**src/rtl/rgu_result_fifo_if.sv**
```systemverilog
// rtl/rgu_result_fifo_if.sv - push/pop/status bundle between RGU, result FIFO and consumer
// slave modport: FIFO side (takes push data, consumer ready and flag clear; drives status and head word)
// master modport: driver side (RGU push port plus consumer handshake)
interface rgu_result_fifo_if #(
    parameter int GPU_WORD = 32,
    parameter int ADDR_W   = 4
);
    logic                iPush;
    logic [GPU_WORD-1:0] iData;
    logic                oStall;
    logic                oValid;
    logic [GPU_WORD-1:0] oData;
    logic                iReady;
    logic [ADDR_W:0]     oCount;
    logic                oFull;
    logic                oOverflow;
    logic                oUnderflow;
    logic                iClearFlags;

    modport slave (
        input  iPush, iData, iReady, iClearFlags,
        output oStall, oValid, oData, oCount, oFull, oOverflow, oUnderflow
    );

    modport master (
        output iPush, iData, iReady, iClearFlags,
        input  oStall, oValid, oData, oCount, oFull, oOverflow, oUnderflow
    );
endinterface

```
**src/rtl/rgu_result_fifo.sv**
```systemverilog
// rtl/rgu_result_fifo.sv - first-word-fall-through result buffer behind the ray generation unit
// Ports: iClock, iReset (async active-low); bus (slave) carries iPush/iData from the RGU,
// oValid/oData/iReady towards the consumer, oStall for RGU iEnable gating, oCount/oFull
// occupancy, sticky oOverflow/oUnderflow with iClearFlags.
module rgu_result_fifo #(
    parameter int GPU_WORD    = 32,
    parameter int ADDR_W      = 4,
    parameter int AFULL_LEVEL = 12
) (
    input  logic               iClock,
    input  logic               iReset,
    rgu_result_fifo_if.slave   bus
);
    localparam int DEPTH = 1 << ADDR_W;
    localparam logic [ADDR_W:0] DEPTH_CNT = (ADDR_W+1)'(DEPTH);
    localparam logic [ADDR_W:0] AFULL_CNT = (ADDR_W+1)'(AFULL_LEVEL);
    localparam logic [ADDR_W:0] ONE_CNT   = (ADDR_W+1)'(1);

    // Storage keeps every queued word, including the current head; the head is
    // additionally mirrored into data_q so oData is a plain register.
    logic [GPU_WORD-1:0] mem_q [DEPTH];

    logic [ADDR_W-1:0]   wr_ptr_q, wr_ptr_d;
    logic [ADDR_W-1:0]   rd_ptr_q, rd_ptr_d;
    logic [ADDR_W:0]     count_q, count_d;
    logic                valid_q, valid_d;
    logic [GPU_WORD-1:0] data_q, data_d;
    logic                stall_q, stall_d;
    logic                overflow_q, overflow_d;
    logic                underflow_q, underflow_d;

    logic                pop;
    logic                push;
    logic                full;
    logic [ADDR_W-1:0]   rd_ptr_inc;

    always_comb begin
        full       = (count_q == DEPTH_CNT);
        pop        = valid_q && bus.iReady;
        // A pop frees a slot on the same edge, so a full FIFO still accepts a push.
        push       = bus.iPush && (!full || pop);
        rd_ptr_inc = rd_ptr_q + 1'b1;

        wr_ptr_d    = wr_ptr_q;
        rd_ptr_d    = rd_ptr_q;
        count_d     = count_q;
        data_d      = data_q;
        overflow_d  = overflow_q;
        underflow_d = underflow_q;

        if (push) wr_ptr_d = wr_ptr_q + 1'b1;
        if (pop)  rd_ptr_d = rd_ptr_inc;

        case ({push, pop})
            2'b10:   count_d = count_q + 1'b1;
            2'b01:   count_d = count_q - 1'b1;
            default: count_d = count_q;
        endcase

        // Head refresh: after a pop the next word is either already stored
        // behind the head or is the word being pushed on this very edge.
        if (pop) begin
            if (count_q > ONE_CNT)
                data_d = mem_q[rd_ptr_inc];
            else if (push)
                data_d = bus.iData;
        end else if (count_q == '0 && push) begin
            data_d = bus.iData;
        end

        valid_d = (count_d != '0);
        stall_d = (count_d >= AFULL_CNT);

        // Set beats clear when both happen on the same edge.
        if (bus.iClearFlags) begin
            overflow_d  = 1'b0;
            underflow_d = 1'b0;
        end
        if (bus.iPush && !push)      overflow_d  = 1'b1;
        if (bus.iReady && !valid_q)  underflow_d = 1'b1;
    end

    always_ff @(posedge iClock or negedge iReset) begin
        if (!iReset) begin
            wr_ptr_q    <= '0;
            rd_ptr_q    <= '0;
            count_q     <= '0;
            valid_q     <= 1'b0;
            data_q      <= '0;
            stall_q     <= 1'b0;
            overflow_q  <= 1'b0;
            underflow_q <= 1'b0;
        end else begin
            wr_ptr_q    <= wr_ptr_d;
            rd_ptr_q    <= rd_ptr_d;
            count_q     <= count_d;
            valid_q     <= valid_d;
            data_q      <= data_d;
            stall_q     <= stall_d;
            overflow_q  <= overflow_d;
            underflow_q <= underflow_d;
        end
    end

    // Storage is intentionally not reset; pointers and count define what is live.
    always_ff @(posedge iClock) begin
        if (push) mem_q[wr_ptr_q] <= bus.iData;
    end

    assign bus.oValid     = valid_q;
    assign bus.oData      = data_q;
    assign bus.oCount     = count_q;
    assign bus.oFull      = (count_q == DEPTH_CNT);
    assign bus.oStall     = stall_q;
    assign bus.oOverflow  = overflow_q;
    assign bus.oUnderflow = underflow_q;
endmodule
```
**src/flat_wrapper.sv**
```systemverilog
// flat-port wrapper written by rule: the top's interface ports become plain ports
module rgu_result_fifo_flat 
#(
    parameter int GPU_WORD    = 32,
    parameter int ADDR_W      = 4,
    parameter int AFULL_LEVEL = 12
)
  (iClock, iReset, bus_iPush, bus_iData, bus_iReady, bus_iClearFlags, bus_oStall, bus_oValid, bus_oData, bus_oCount, bus_oFull, bus_oOverflow, bus_oUnderflow);
  rgu_result_fifo_if #(.GPU_WORD(GPU_WORD), .ADDR_W(ADDR_W)) bus_i ();
  input  logic iClock;
  input  logic iReset;
  input wire logic [$bits(bus_i.iPush)-1:0] bus_iPush;
  input wire logic [$bits(bus_i.iData)-1:0] bus_iData;
  input wire logic [$bits(bus_i.iReady)-1:0] bus_iReady;
  input wire logic [$bits(bus_i.iClearFlags)-1:0] bus_iClearFlags;
  output wire logic [$bits(bus_i.oStall)-1:0] bus_oStall;
  output wire logic [$bits(bus_i.oValid)-1:0] bus_oValid;
  output wire logic [$bits(bus_i.oData)-1:0] bus_oData;
  output wire logic [$bits(bus_i.oCount)-1:0] bus_oCount;
  output wire logic [$bits(bus_i.oFull)-1:0] bus_oFull;
  output wire logic [$bits(bus_i.oOverflow)-1:0] bus_oOverflow;
  output wire logic [$bits(bus_i.oUnderflow)-1:0] bus_oUnderflow;
  assign bus_i.iPush = bus_iPush;
  assign bus_i.iData = bus_iData;
  assign bus_i.iReady = bus_iReady;
  assign bus_i.iClearFlags = bus_iClearFlags;
  assign bus_oStall = bus_i.oStall;
  assign bus_oValid = bus_i.oValid;
  assign bus_oData = bus_i.oData;
  assign bus_oCount = bus_i.oCount;
  assign bus_oFull = bus_i.oFull;
  assign bus_oOverflow = bus_i.oOverflow;
  assign bus_oUnderflow = bus_i.oUnderflow;
  rgu_result_fifo #(.GPU_WORD(GPU_WORD), .ADDR_W(ADDR_W), .AFULL_LEVEL(AFULL_LEVEL)) u_core (.iClock(iClock), .iReset(iReset), .bus(bus_i));
endmodule
```
**config.mk**
```make
export PLATFORM = sky130hd
export DESIGN_NAME = rgu_result_fifo_flat
export DESIGN_NICKNAME = d
export VERILOG_FILES = /design/src/rtl/rgu_result_fifo_if.sv /design/src/rtl/rgu_result_fifo.sv /design/src/flat_wrapper.sv
export SDC_FILE = /design/constraint.sdc
export NUM_CORES = 1
export LEC_CHECK = 0
export CAP_MARGIN = 20
export CORE_MARGIN = 2
export CORE_UTILIZATION = 48
export DETAILED_ROUTE_END_ITERATION = 6
export DONT_BUFFER_PORTS = 1
export GPL_ROUTABILITY_DRIVEN = 0
export PLACE_DENSITY_LB_ADDON = 0.15
export RECOVER_POWER = 50
export SLEW_MARGIN = 30
export SYNTH_ARGS = -nofsm -noshare
export SYNTH_HDL_FRONTEND = slang
export SYNTH_SLANG_ARGS = --single-unit
export TNS_END_PERCENT = 10
```
**constraint.sdc**
```tcl
create_clock -name iClock -period 5.8 [get_ports iClock]
set_input_delay 0.58 -clock iClock [delete_from_list [all_inputs] [get_ports iClock]]
set_output_delay 0.58 -clock iClock [all_outputs]
set_load 0.02 [all_outputs]
```
Word level (Yosys, flattened, before mapping)
Memory sizes are Yosys's and may differ from the RTL's.
Index checks and enable logic that the tools add are counted.
{"block": "classes", "n_addsub": 4, "n_lt_le_gt_ge": 2, "n_eq_ne": 4, "muxes": 10, "reduce_logical": 15}
{"cell": "$mux W32", "n": 4}
{"cell": "$pmux W5 S2", "n": 1}
{"cell": "$add A4 B1 Y4 const B", "n": 2}
{"cell": "$reduce_bool A2 Y1", "n": 3}
{"cell": "$add A5 B1 Y5 const B", "n": 1}
{"cell": "$eq A5 B5 Y1 const B", "n": 1}
{"cell": "$ge A5 B4 Y1 const B", "n": 1}
{"cell": "$gt A5 B1 Y1 const B", "n": 1}
{"cell": "$logic_and A1 B1 Y1", "n": 5}
{"cell": "$logic_not A5 Y1", "n": 1}
{"cell": "$mux W1", "n": 5}
{"cell": "$reduce_bool A5 Y1", "n": 1}
{"cell": "$sub A5 B1 Y5 const B", "n": 1}
{"cell": "$logic_not A1 Y1", "n": 3}
{"cell": "$ne A3 B3 Y1 const B", "n": 1}
{"cell": "$eq A2 B1 Y1 const B", "n": 1}
{"cell": "$eq A2 B2 Y1 const B", "n": 1}
{"cell": "$reduce_and A2 Y1", "n": 1}
{"cell": "$logic_or A1 B1 Y1", "n": 1}
{"block": "totals", "regBits": 49, "mem_bits_rw": 512, "input_bits": 37, "wordCells": 44, "mem_count": 1}
{"memory": "u_core.mem_q", "depth": 16, "word_bits": 32, "rd": 1, "rd_clocked_by_memory_dff": 0, "write_ports": 1, "line_no": "rgu_result_fifo.sv:21", "rtl": "logic [GPU_WORD-1:0] mem_q [DEPTH];"}

Longest topological paths before layout
Gate-level depths: netlist of the first run.
{"block": "depth", "ltp_word": 7, "mapped_depth": 8, "mapped_depth_nobuf": 7}

Least setup slack after synthesis of the first run
Ideal clock, no wire load.
{"block": "synth_path", "path_type": "reg2reg", "from": "register u_core.count_q[0], in the netlist u_core.bus.oCount[0]", "to": "memory u_core.mem_q[0][0], enable pin", "arrival_ns": 4.382, "required_ns": 5.299, "slack_ns": 0.917, "path_stages_with_launch": 7, "cell_sequence": "dfrtp_1 inv_1 ha_1 and4bb_4 nand2_1 nand2_1 nor4_1"}
{"block": "synth_via", "elab_chain_cells": 6}
{"element": "from (decl)", "line_no": "rgu_result_fifo.sv:25", "rtl": "logic [ADDR_W:0] count_q, count_d;"}
{"element": "from (signal assigned)", "line_no": "rgu_result_fifo.sv:96", "rtl": "count_q <= count_d;"}
{"element": "$eq A5 B5 Y1"}
{"element": "via bus_oFull", "line_no": "flat_wrapper.sv:20", "rtl": "output wire logic [$bits(bus_i.oFull)-1:0] bus_oFull;"}
{"element": "$logic_not A1 Y1", "line_no": "rgu_result_fifo.sv:41", "rtl": "push = bus.iPush && (!full || pop);"}
{"element": "$logic_or A1 B1 Y1", "line_no": "rgu_result_fifo.sv:41"}
{"element": "$logic_and A1 B1 Y1", "line_no": "rgu_result_fifo.sv:41"}
{"element": "$mux W1", "line_no": "rgu_result_fifo.sv:107", "rtl": "if (push) mem_q[wr_ptr_q] <= bus.iData;"}
{"element": "$mux W1 (not written as such)", "line_no": "rgu_result_fifo.sv:107"}
{"element": "to (decl)", "line_no": "rgu_result_fifo.sv:21"}
The timed path passes the listed nets, and every way through them passes these cells.

==> metrics.md, run 1 <==
| Metric | Value |
|---|---|
| CP max-delay cell | `clkbuf_1` |
| Layout area overhead | `11.7%` |
| Ratio of cells with drive above 1 in the final layout | `approximately 23%` |
| Total GRT Usage | `around 21%` |
| PortBufs | `0` |
| Core Box Area | `between 0.04 and 0.05 mm^2` |
| First-pass DRT Iterations | `5` |
| Post-layout util | `54.6%` |
| Startpoint Class | `input port` |
| Distinct cells, synth | `49` |
| Die X | `between 200 and 250 um` |
| Clk buf depth | `3` |
| Levels on crit path | `2` |
| Max Clk Rate | `approximately 240 MHz` |
| Cell Area, Synth | `~0.022 mm^2` |
| Post-CTS sizing | `0` |
| Seq/Total Area, Yosys | `76.3%` |
| Worst-Margin Slew | `3.44 ns` |
| Nets | `around 1100` |
| Final wirelength | `49200 um` |
| Worst path required time | `about 5.2 ns` |
| Worst Reg-to-Reg Cells | `7` |
| Mapped Cells | `between 1000 and 1500` |
| Critical path, cell by cell | `dlygate4sd3_1, clkbuf_1` |
| Placed instance count | `1607` |
| Cell Rows | `a little under 80` |
| Hold Fails Final Rpt | `0` |
| Mapped Nets | `1100` |
| VDD IR max | `0.351 mV` |
| Synth top area cells | `edfxtp_1 71%, mux4_2 13%, dfrtp_1 5.6%` |
| WP buf/inv | `2` |
| Detail-routed via count per cell | `approximately 6.2` |
| HPWL after DPL | `25200 um` |
| Worst-path clk slew | `around 0.060 ns` |
| Initial DRC count | `1065` |
| Worst hold path class | `in -> reg` |
| Finished Layout Cells | `about 1700` |
| Synth cell count leaders | `512 x edfxtp_1, 128 x mux4_2, 78 x nand2_1` |
| Share of the synthesized area in the top cell type | `70.7%` |
| Power Dens Cells | `~530 mW/mm^2` |
| Vias in the first global route | `between 10000 and 15000` |
| # diodes | `0` |
| Synthesized area per cell | `between 20 and 25 um^2` |
| Crit-path max FO | `a little under 50` |
| Setup TNS | `0 ns` |
| EDFF count, synth | `between 500 and 600` |
| CP arrival | `roughly 3.6 ns` |
| Largest net degree at the start of global routing | `55` |
| Slew Limit Fails | `65` |
| Tcrit/Tclk final | `approximately 71%` |
| Die Y | `about 220 um` |
| Max Cap Viol | `2` |
| Root Driver | `clkbuf_16` |
| Slew margin rel. | `-129%` |
| Skew-Pair Late Insertion Delay | `0.62 ns` |
| Global-route wire length before repair | `73700 um` |
| Status | `finished with violations` |
| CTS Buf Count | `56` |
| #FFs+latches synth | `~560` |
| CP delay by family, top | `buffers and inverters` |
| Initial antenna violation count | `0` |
| Pleak | `between 7 and 8 nW` |
| Grt total ovfl | `0` |
| Post-synth top flop | `edfxtp_1` |
| Asr flop ratio synth | `just under 9%` |
| Hold Crit Depth | `0` |
| Post-route ant nets | `0` |
| Synth area leader | `edfxtp_1` |
| Total die area | `around 0.047 mm^2` |
| Most common cell in the netlist | `edfxtp_1` |
| Violated checks | `capacitance limit, slew limit` |
| Starting Density | `between 40 and 50%` |
| Unrepaired setup endpoints after global routing | `false` |
| Total setup buffers inserted after CTS | `0` |
| Per-cell routed wire length | `~29 um` |
| H-tree depth | `2` |
| I/O pin total | `~80` |
| Via Count | `~11000` |
| Type of the worst setup path | `in -> async` |
| Final min period | `a little over 4 ns` |
| CTS tree | `built` |
| Worst Setup End Kind | `async pin` |
| Ys Warns | `0` |
| Final setup vio count | `0` |
| Sink Count | `approximately 560` |
| Final Skew | `0.0275 ns` |
| DR DRC count | `0` |
| Slowest stage delay, CP | `approximately 2.4 ns` |
-- state kept, by name, indices dropped and copies added, names as in the netlist --
register	flops
u_core.bus.oOverflow	1
u_core.mem_q	512
u_core.rd_ptr_q	4
u_core.bus.oUnderflow	1
u_core.bus.oCount	5
u_core.bus.oData	32
u_core.bus.oValid	1
u_core.bus.oStall	1
u_core.wr_ptr_q	4
-- cell families after synthesis --
| logic type | synth area share, % |
|---|---|
| mux | 13.3 |
| xor+xnor | 0.403 |
| simple gates | 2.55 |
| compound gates | 5.13 |
| fa+ha+maj | 0.518 |
| buf+inv | 1.80 |
| flops | 76.3 |
-- final cells by class --
| type | count | area, um^2 |
|---|---|---|
| timing repair buffer | 27 | 258 |
| clock buffer | 81 | 1530 |
| sequential | 561 | 16600 |
| clock inverter | 23 | 226 |
| fill | 3442 | 20200 |
| tap | 592 | 741 |
| multi-input combinational | 416 | 4890 |
| inverter | 13 | 48.8 |
-- worst paths after layout --
check,slack (ns),startpoint,endpoint
worst max-delay path,1.66,iReset,u_core.rd_ptr_q[0]$_DFFE_PN0N_
worst min-delay path,0.06,bus_iData[25],u_core.mem_q[11][25]$_DFFE_PP_
worst max register to register,2.02,u_core.bus.oCount[0]$_DFF_PN0_,u_core.mem_q[12][14]$_DFFE_PP_
worst min register to register,0.62,u_core.wr_ptr_q[1]$_DFFE_PN0P_,u_core.wr_ptr_q[3]$_DFFE_PN0P_
max in group iClock,2.02,u_core.bus.oCount[0]$_DFF_PN0_,u_core.mem_q[12][14]$_DFFE_PP_
min in group asynchronous,1.69,iReset,u_core.bus.oData[20]$_DFFE_PN0P_
-- report_power, final --
| part | total (mW) | internal (mW) | switching (mW) |
|---|---|---|---|
| registers | 5.45 | 4.96 | 0.499 |
| logic | 3.83 | 1.72 | 2.11 |
| clock network | 3.51 | 2.00 | 1.51 |
| total | 12.8 | 8.67 | 4.12 |
-- stage by stage --
step	cell area [um^2]	power [mW]	setup WS (ns)	hold slack (ns)
finish	24300	12.8	1.66	0.0557
global route	24300	13.4	0.996	0.0237
CTS	24300	12.9	2.16	0.0255
detailed placement	22500	9.41	2.17	0.286
global placement	22400	9.34	2.23	0.286
floorplan	21700	8.25	0.917	0.284
-- cell usage in the layout, fill, tap and decap left out, drive strengths merged, types with 2 or more instances in the layout --
cell and n:
a21bo 2, a21boi 2, a21oi 5, a221o 32, a41oi 32, and2 9, and3 2, and3b 2
buf 24, bufinv 4, clkbuf 83, clkinv 17, dfrtp 49, edfxtp 512, ha 9, inv 14
mux4 128, nand2 78, nand3 2, nand4 3, nor2 8, nor3 2, nor3b 2, nor4 4
o21ai 65, o22ai 2, o31ai 4, o41ai 2, xnor2 8, xor2 2
-- metal layers --
metal / share of wire, % / GRT usage, % / routed length (um) / vias up
li1: - / - / - / 4431
met4: 1.9 / 5.00 / 947 / 0
met5: 0 / 0 / 0 / -
met3: 6.9 / 5.41 / 3420 / 71
met2: 48 / 34.1 / 23700 / 331
met1: 43 / 30.3 / 21100 / 5727
-- what timing repair did --
item,CTS,global route
endpoints found under the setup margin,0,0
hold endpoints to repair,49,0
hold buffers,2,0
(Power assumes the default switching activity.)
==> run 2, diff against run 1 <==
- clock period: 5.8 -> 4.28 ns (I/O delays scaled with it)
==> run 2 against run 1 <==
Compared with the run above:
- the run now ends clean
- via count is 2.7% higher
- combinational power is 41% higher
- cell count is 3.4% higher
- clock skew is 0.013 ns lower
- sequential share of layout area is 1.7 points lower
- sequential power is 35% higher
- worst setup slack worse by 0.78 ns
- die area stayed put
- highest routed layer unchanged
- wire length is 0.64% higher
- critical path depth is 5 higher
- flip-flop and latch count stayed put
- first-iteration DRC count is 4.6% lower
==> metrics.md, run 2 (same netlist as run 1, synthesis figures left out) <==
| Metric | Value |
|---|---|
| Status | `complete, no violations` |
| Clk buf depth | `3` |
| Post-CTS sizing | `0` |
| Worst hold path class | `in -> reg` |
| Total GRT Usage | `between 20 and 25%` |
| Power Dens Cells | `706 mW/mm^2` |
| PortBufs | `0` |
| Per-cell routed wire length | `28.0 um` |
| Setup TNS | `0 ns` |
| Slew margin rel. | `37.7%` |
| Global-route wire length before repair | `73800 um` |
| VDD IR max | `around 0.5 mV` |
| H-tree depth | `2` |
| Sink Count | `561` |
| Root Driver | `clkbuf_16` |
| Cell Rows | `just under 80` |
| Type of the worst setup path | `reg -> reg` |
| R2r setup slk | `0.88 ns` |
| Max Clk Rate | `around 300 MHz` |
| Reg2Reg Capture Point | `u_core.mem_q[15][19]$_DFFE_PP_` |
| Layout area overhead | `14.5%` |
| Crit-path max FO | `14` |
| HPWL after DPL | `28900 um` |
| Hold Path Sink | `u_core.bus.oOverflow$_DFFE_PN0P_` |
| Largest net degree at the start of global routing | `50` |
| Total die area | `between 0.04 and 0.05 mm^2` |
| Multi-input gate area | `slightly below 0.005 mm^2` |
| Skew-Pair Late Insertion Delay | `roughly 0.60 ns` |
| Fill cell count | `roughly 3400` |
| Grt total ovfl | `0` |
| Hold Fails Final Rpt | `0` |
| CTS Buf Count | `between 50 and 60` |
| Worst slack, placed | `0.901 ns` |
| Reg2reg start | `u_core.bus.oCount[0]$_DFF_PN0_` |
| First-pass DRT Iterations | `5` |
| Final wirelength | `a little under 50000 um` |
| Starting Density | `between 40% and 50%` |
| Critical path, cell by cell | `inv_1, ha_1, and4bb_4, a21oi_1, nand3_1, nor2_4, buf_4` |
| Core Box Area | `about 0.045 mm^2` |
| DR DRC count | `0` |
| Initial antenna violation count | `2` |
| Vias in the first global route | `between 10000 and 15000` |
| I/O pin total | `79` |
| Tcrit/Tclk final | `79.3%` |
| Register Area | `about 0.017 mm^2` |
| Worst-path clk slew | `approximately 0.060 ns` |
| Ratio of cells with drive above 1 in the final layout | `23.5%` |
| Detail-routed via count per cell | `6.12` |
| CP arrival | `approximately 3.7 ns` |
| Max Cap Viol | `0` |
| Via Count | `approximately 11000` |
| Pleak | `7.92 nW` |
| Initial DRC count | `about 1000` |
| Worst-Margin Slew | `slightly above 0.9 ns` |
| Die Y | `~220 um` |
| Hold Crit Depth | `2` |
| Commonest cells after routing, fill and taps aside | `512 x edfxtp_1, 128 x mux4_2, 78 x nand2_1, 65 x o21ai_0, 59 x clkbuf_16` |
| Final Skew | `between 0.01 and 0.015 ns` |
| Total power | `about 18 mW` |
| Nets | `between 1000 and 1500` |
| Die X | `approximately 220 um` |
| Unrepaired setup endpoints after global routing | `false` |
| Post-layout util | `55.9%` |
| Final min period | `~3.4 ns` |
| Worst Reg-to-Reg Cells | `7` |
| Slowest stage delay, CP | `~0.57 ns` |
| Max FFs per register | `between 500 and 600` |
| CP max-delay cell | `dfrtp_1` |
| Worst Setup End Kind | `flip-flop` |
| Largest reg by FF count | `u_core.mem_q` |
| CTS tree | `built` |
| Startpoint Class | `flip-flop` |
| Worst path required time | `between 4 and 5 ns` |
| Slew Limit Fails | `0` |
| Most frequent standard cell in the layout excluding fill and tap cells | `edfxtp_1` |
| PnR worst setup slack | `approximately 0.9 ns` |
| Post-route ant nets | `0` |
| Worst Hold Launch | `bus_iPush` |
| Final setup vio count | `0` |
## run 2: changes by cell type in the layout (fill, tap and decap cells not counted), moves of 2 or more
cell	change
and2_2	+8
and2_4	-8
buf_12	+6
buf_4	+14
clkbuf_1	+3
clkbuf_16	+3
clkbuf_8	+2
clkinv_2	-6
diode_2	+2
dlygate4sd3_1	+35
## run 2: per-stage QoR
stage	hold WS, ns	std cells	area (um^2)
2_1_floorplan	0.132	1054	21700
3_3_place_gp	0.134	1623	22700
3_5_place_dp	0.134	1624	22700
4_1_cts	0.00211	1768	24900
5_1_grt	0.0360	1770	24900
6_report	0.0336	1771	24900
## run 2: repair_timing
item                                   in CTS  in global routing
hold buffers                               37                  0
setup buffers                               0                  0
endpoints found under the hold margin     596                  0
## run 2: worst max-delay path by stage
stage | start | to | slack, ns | cells past startpoint
4_1_cts | u_core.bus.oCount[0]$_DFF_PN0_ | u_core.mem_q[15][23]$_DFFE_PP_ | 0.89 | 7
2_1_floorplan | u_core.bus.oCount[0]$_DFF_PN0_ | u_core.mem_q[0][0]$_DFFE_PP_ | -0.60 | 6
6_report | u_core.bus.oCount[0]$_DFF_PN0_ | u_core.mem_q[15][19]$_DFFE_PP_ | 0.88 | 7
5_1_grt | u_core.bus.oCount[0]$_DFF_PN0_ | u_core.mem_q[15][14]$_DFFE_PP_ | 0.75 | 7
3_5_place_dp | u_core.bus.oCount[0]$_DFF_PN0_ | u_core.mem_q[15][21]$_DFFE_PP_ | 0.90 | 7
3_3_place_gp | u_core.bus.oCount[0]$_DFF_PN0_ | u_core.mem_q[15][20]$_DFFE_PP_ | 0.92 | 7
## run 2: area by class of cell
class	instances	share of cell area, %
Sequential cell	561	66.7
Multi-Input combinational cell	416	19.6
Clock buffer	91	6.61
Timing Repair Buffer	80	3.30
Tap cell	592	2.98
Clock inverter	16	0.623
Inverter	13	0.196
Antenna cell	2	0.0201
## run 2: report_power, final
part	switching, mW	internal (mW)	leakage (nW)
registers	0.648	6.71	5.21
logic	2.98	2.43	1.84
clock network	2.01	2.80	0.875
## run 2: worst max-delay path: cells and delay by family, from the launching register on
family                   cells  cell delay [ns]
adder cells (fa/ha/maj)      1             0.24
buffers and inverters        2             0.47
AO/OA/AOI/OAI                1             0.56
flip-flops                   1             0.57
AND/OR/NAND/NOR              3             1.23
## run 2: layer usage
| metal | GRT usage, % | vias to the layer above | share of wire (%) |
|---|---|---|---|
| met5 | 0 | - | 0 |
| met4 | 5.84 | 0 | 2.2 |
| met3 | 3.70 | 84 | 5.1 |
| met2 | 34.5 | 353 | 49 |
| met1 | 30.7 | 5860 | 44 |
| li1 | - | 4549 | - |
==> edit 1, RTL diff (flow settings as in run 2) <==
`ADDR_W` is set to 4 in 3 places; all go to 3.
--- a/src/rtl/rgu_result_fifo_if.sv
+++ b/src/rtl/rgu_result_fifo_if.sv
@@ -5,3 +5,3 @@
     parameter int GPU_WORD = 32,
-    parameter int ADDR_W   = 4
+    parameter int ADDR_W   = 3
 );
--- a/src/rtl/rgu_result_fifo.sv
+++ b/src/rtl/rgu_result_fifo.sv
@@ -6,3 +6,3 @@
     parameter int GPU_WORD    = 32,
-    parameter int ADDR_W      = 4,
+    parameter int ADDR_W      = 3,
     parameter int AFULL_LEVEL = 12
--- a/src/flat_wrapper.sv
+++ b/src/flat_wrapper.sv
@@ -4,3 +4,3 @@
     parameter int GPU_WORD    = 32,
-    parameter int ADDR_W      = 4,
+    parameter int ADDR_W      = 3,
     parameter int AFULL_LEVEL = 12
Ports: changed (resized bus_oCount); port bits go from 79 to 78. The function was not compared with the original's and may differ.
==> edit 1 against run 2 <==
  * Setup slack better by 0.34 ns
  * Sequential share of layout area down 2.5 points
  * Worst hold slack worse by 0.014 ns
  * Sequential cell count down 259
  * Critical path depth unchanged
  * Wire length down 51%
  * Final area down 45%
  * Area after synthesis down 45%
  * Total power down 41%
  * Clock skew up 0.00083 ns
  * First-iteration DRC count down 60%
  * Critical path type unchanged
  * Critical endpoint is now u_core.mem_q[3][22]
==> edit 1: results (changes against run 2) <==
Clocking
The insertion delay to the later sink of the worst-skew pair is 0.50 ns (was 0.60 ns). The number of buffers inserted by hold repair at cts was 15 (was 37).

STA
The headroom to the max-slew limit is 42.4% (was 37.7%). The worst slack on hold paths is 0.0193 ns (was 0.0336 ns). The final critical path time including I/O delays and setup was 3.06 ns (was 3.40 ns).

Yosys
The count of distinct cell types in the synthesized netlist came to 42 (was 49). The mean cell area of the mapped netlist is 19.8 um2 (was 20.6 um2). The fraction of registers with async set or reset after synthesis was 15.2% (was 8.73%).

Cells and area
The share of final-layout standard cells stronger than drive strength 1 is 25.9% (was 23.5%). The flip-flop count of the largest register after layout is 256 (was 512). The number of nets at the end of the flow is 687 (was 1175).

Place
The number of cells in the design after placement was 917 (was 1624).

Drt
The detailed-routing iteration count for the pre-antenna-repair pass came to 4 (was 5). The mean routed wirelength per cell is 24.2 um (was 28.0 um). The number of vias per cell is 5.76 (was 6.12).

The number of DRC markers in iteration 0 is 408 (was 1016). The overall via count from detail_route is 5719 (was 10.8k).

Worst hold path
The worst hold path startpoint is bus_iData[1] (was bus_iPush).

Pwr
The clock share of power came to 25.8% (was 27.4%). The worst supply voltage drop on vdd is 0.551 mV (was 0.498 mV). The internal power contribution is 0.00694 W (was 0.0119 W).

Setup path
The end point of the critical path is u_core.mem_q[3][22] (was u_core.mem_q[15][19]). The delay of the slowest cell on the worst path came to 0.61 ns (was 0.57 ns).

Global route
The number of global-route vias before repair is 6330 (was 11.3k). The number of antenna violations at the first check in global routing is 0 (was 2).

Status
Status: complete, no violations (unchanged).
-- edit 1: cell types whose count changed in the layout (fill, tap and decap cells not counted), sizes merged, moves of 22 or more --
cell	delta
a221o	-32
edfxtp	-256
clkbuf	-45
mux4	-66
buf	-25
and2	+23
a41oi	-32
o21ai	-63
nand2	-69
mux2i	+37
a21oi	+26
a211oi	+32
dlygate4sd3	-22
-- edit 1: cell families after synthesis --
group	Yosys count	share of synthesized area, %
DFF	302	73.4
muxes	101	14.9
and+or+nand+nor	76	3.61
AOI/OAI and AO/OA	75	5.31
buffers and inverters	41	1.77
xor gates and xnor gates	8	0.582
adders and majority gates	5	0.519
-- edit 1: area by class of cell --
type                            instances  area, um2
Sequential cell                       302       8840
Clock inverter                         15        105
Fill cell                            1839      10700
Tap cell                              324        405
Inverter                                8       30.0
Multi-Input combinational cell        265       3100
Timing Repair Buffer                   33        363
Clock buffer                           46        927
==> edit 2, RTL diff (config.mk and constraints of run 2) <==
Without the edit above. Reset style: synchronous (`iReset`), changed in one clocked block. Comments in the files are not updated.
--- a/src/rtl/rgu_result_fifo.sv
+++ b/src/rtl/rgu_result_fifo.sv
@@ -82,3 +82,3 @@
 
-    always_ff @(posedge iClock or negedge iReset) begin
+    always_ff @(posedge iClock) begin
         if (!iReset) begin
Check against the original RTL: differs if iReset is asserted again (counterexample within 4 cycles, from zero or initial values and one cycle with iReset low); with iReset held inactive, the same outputs for 4 cycles.
==> edit 2 against run 2 <==
  * Setup slack gained 0.34 ns
  * Via count up 1.1%
  * Sequential cell count stayed put
  * Final area increased by 0.80%
  * Worst hold slack improved by 0.020 ns
  * Count of clock-buffer cells in the layout fell by 9
  * Area after synthesis rose by 1.0%
  * Wire length rose by 3.5%
  * Largest cell class unchanged
Power is not compared: it rests on default switching activity, and its combinational part moved more than twofold at a synthesized area within 25%.
==> edit 2: results (changes against run 2) <==
Cells and area
The final-layout fill cell count is 3429 (was 3355). The number of nets at the end of the flow was 1214 (was 1175). The share of final-layout standard cells stronger than drive strength 1 was 21.2% (was 23.5%). The antenna diode count is 0 (was 2).

Worst hold path
The hold-critical path depth was 3 (was 2). The worst hold path startpoint is bus_iClearFlags (was bus_iPush).

Global route
The pin count of the biggest net entering global routing was 64 (was 50). The number of antenna violations at the first check in global routing is 1 (was 2). The global-route usage over all layers is 22.2% (was 21.4%). The global-route wire length before repair came to 76000 um (was 73800 um).

Status
Status: complete, no violations (unchanged).

STA
The worst slack on hold paths is 0.0540 ns (was 0.0336 ns). The slew of the pin with the lowest slew margin is 0.906 ns (was 0.933 ns).

Clocking
The number of buffers inserted by hold repair at cts is 33 (was 37).

Yosys
Leading cell types by total area after synthesis: sky130_fd_sc_hd__edfxtp_1, sky130_fd_sc_hd__mux4_2, sky130_fd_sc_hd__dfxtp_1 (was sky130_fd_sc_hd__edfxtp_1, sky130_fd_sc_hd__mux4_2, sky130_fd_sc_hd__dfrtp_1). The number of instances in the synthesized netlist is 1104 (was 1054). Ranking of synthesized cells by instance count: sky130_fd_sc_hd__edfxtp_1, sky130_fd_sc_hd__mux4_2, sky130_fd_sc_hd__nand2_1 (unchanged).

Place
The sum of net half-perimeters after detailed placement is 29200 um (was 28900 um). The number of cells in the design after placement was 1676 (was 1624).

Setup path
The cell with the largest stage delay on the worst path is sky130_fd_sc_hd__dfxtp_1 (was sky130_fd_sc_hd__dfrtp_1). The startpoint of the lowest-slack register-to-register path is u_core.bus.oCount[1] (was u_core.bus.oCount[0]). The delay of the slowest cell on the worst path is 0.60 ns (was 0.57 ns). The setup slack on the worst flop-to-flop path is 1.23 ns (was 0.88 ns).

The logic depth of the worst register-to-register path was 9 (was 7). The worst path arrival time is 3.35 ns (was 3.68 ns). The highest fanout seen on the critical path is 21 (was 14).

Drt
The overall routed net length is 51300 um (was 49500 um). The mean routed wirelength per cell is 28.2 um (was 28.0 um). The number of vias per cell is 6.04 (was 6.12). The number of DRC markers in iteration 0 was 1040 (was 1016).
[edit 2: logic make-up (layout without fill, tap and decap cells)]
group | after synthesis | in the layout | synth area share (%)
AOI/OAI and AO/OA | 92 | 92 | 3.73
xor gates and xnor gates | 10 | 10 | 0.467
adders and majority gates | 9 | 9 | 0.513
buffers and inverters | 73 | 184 | 1.90
DFF | 561 | 561 | 74.5
muxes | 130 | 130 | 13.6
and+or+nand+nor | 229 | 229 | 5.33
[edit 2: per-stage QoR]
stage / cell area, um2 / total power (W) / setup slack, ns / TNS (ns)
global placement: 22900 / 0.00825 / 1.28 / 0
detailed placement: 22900 / 0.00828 / 1.21 / 0
CTS: 25100 / 0.0132 / 1.19 / 0
floorplan: 22000 / 0.00782 / -0.122 / -11.56
global route: 25100 / 0.0135 / 1.01 / 0
finish: 25100 / 0.0131 / 1.23 / 0
[edit 2: cell type report]
class	count	area, um2	area share (%)
tap	600	751	2.99
timing repair buffer	71	771	3.07
multi-input combinational	470	5380	21.4
sequential	561	16400	65.2
inverter	7	26.3	0.105
clock inverter	24	208	0.828
clock buffer	82	1600	6.38
[edit 2: routing by layer]
layer	wire, um	GRT usage, %	vias to the layer above
met5	27	0	-
met4	1170	6.12	4
met3	3310	4.70	79
met2	24900	35.6	350
met1	21900	31.1	5839
li1	-	-	4696
[edit 2: worst max-delay path: cells and delay by family, from the launching register on]
kind	cells	cell delay, ns
AO/OA/AOI/OAI	1	0.18
adder cells (fa/ha/maj)	1	0.22
buffers and inverters	4	0.81
flip-flops	1	0.60
AND/OR/NAND/NOR	3	0.90
[edit 2: worst max-delay path by stage]
stage,from,endpoint,slack (ns),cells past startpoint
after global placement,u_core.bus.oCount[1],u_core.mem_q[7][13],1.28,9
after detailed placement,u_core.bus.oCount[1],u_core.mem_q[15][12],1.21,9
final,u_core.bus.oCount[1],u_core.mem_q[7][14],1.23,9
after CTS,u_core.bus.oCount[1],u_core.mem_q[15][7],1.19,9
after floorplan,u_core.bus.oCount[0],u_core.mem_q[0][0],-0.12,7
after global routing,u_core.bus.oCount[1],u_core.mem_q[15][9],1.01,9
[edit 2: power breakdown]
group / internal, W / total [W] / leakage, nW / switching, W
Clock: 0.00277 / 0.00482 / 0.893 / 0.00205
Sequential: 0.00616 / 0.00642 / 5.03 / 0.000257
Combinational: 0.000852 / 0.00182 / 2.16 / 0.000972
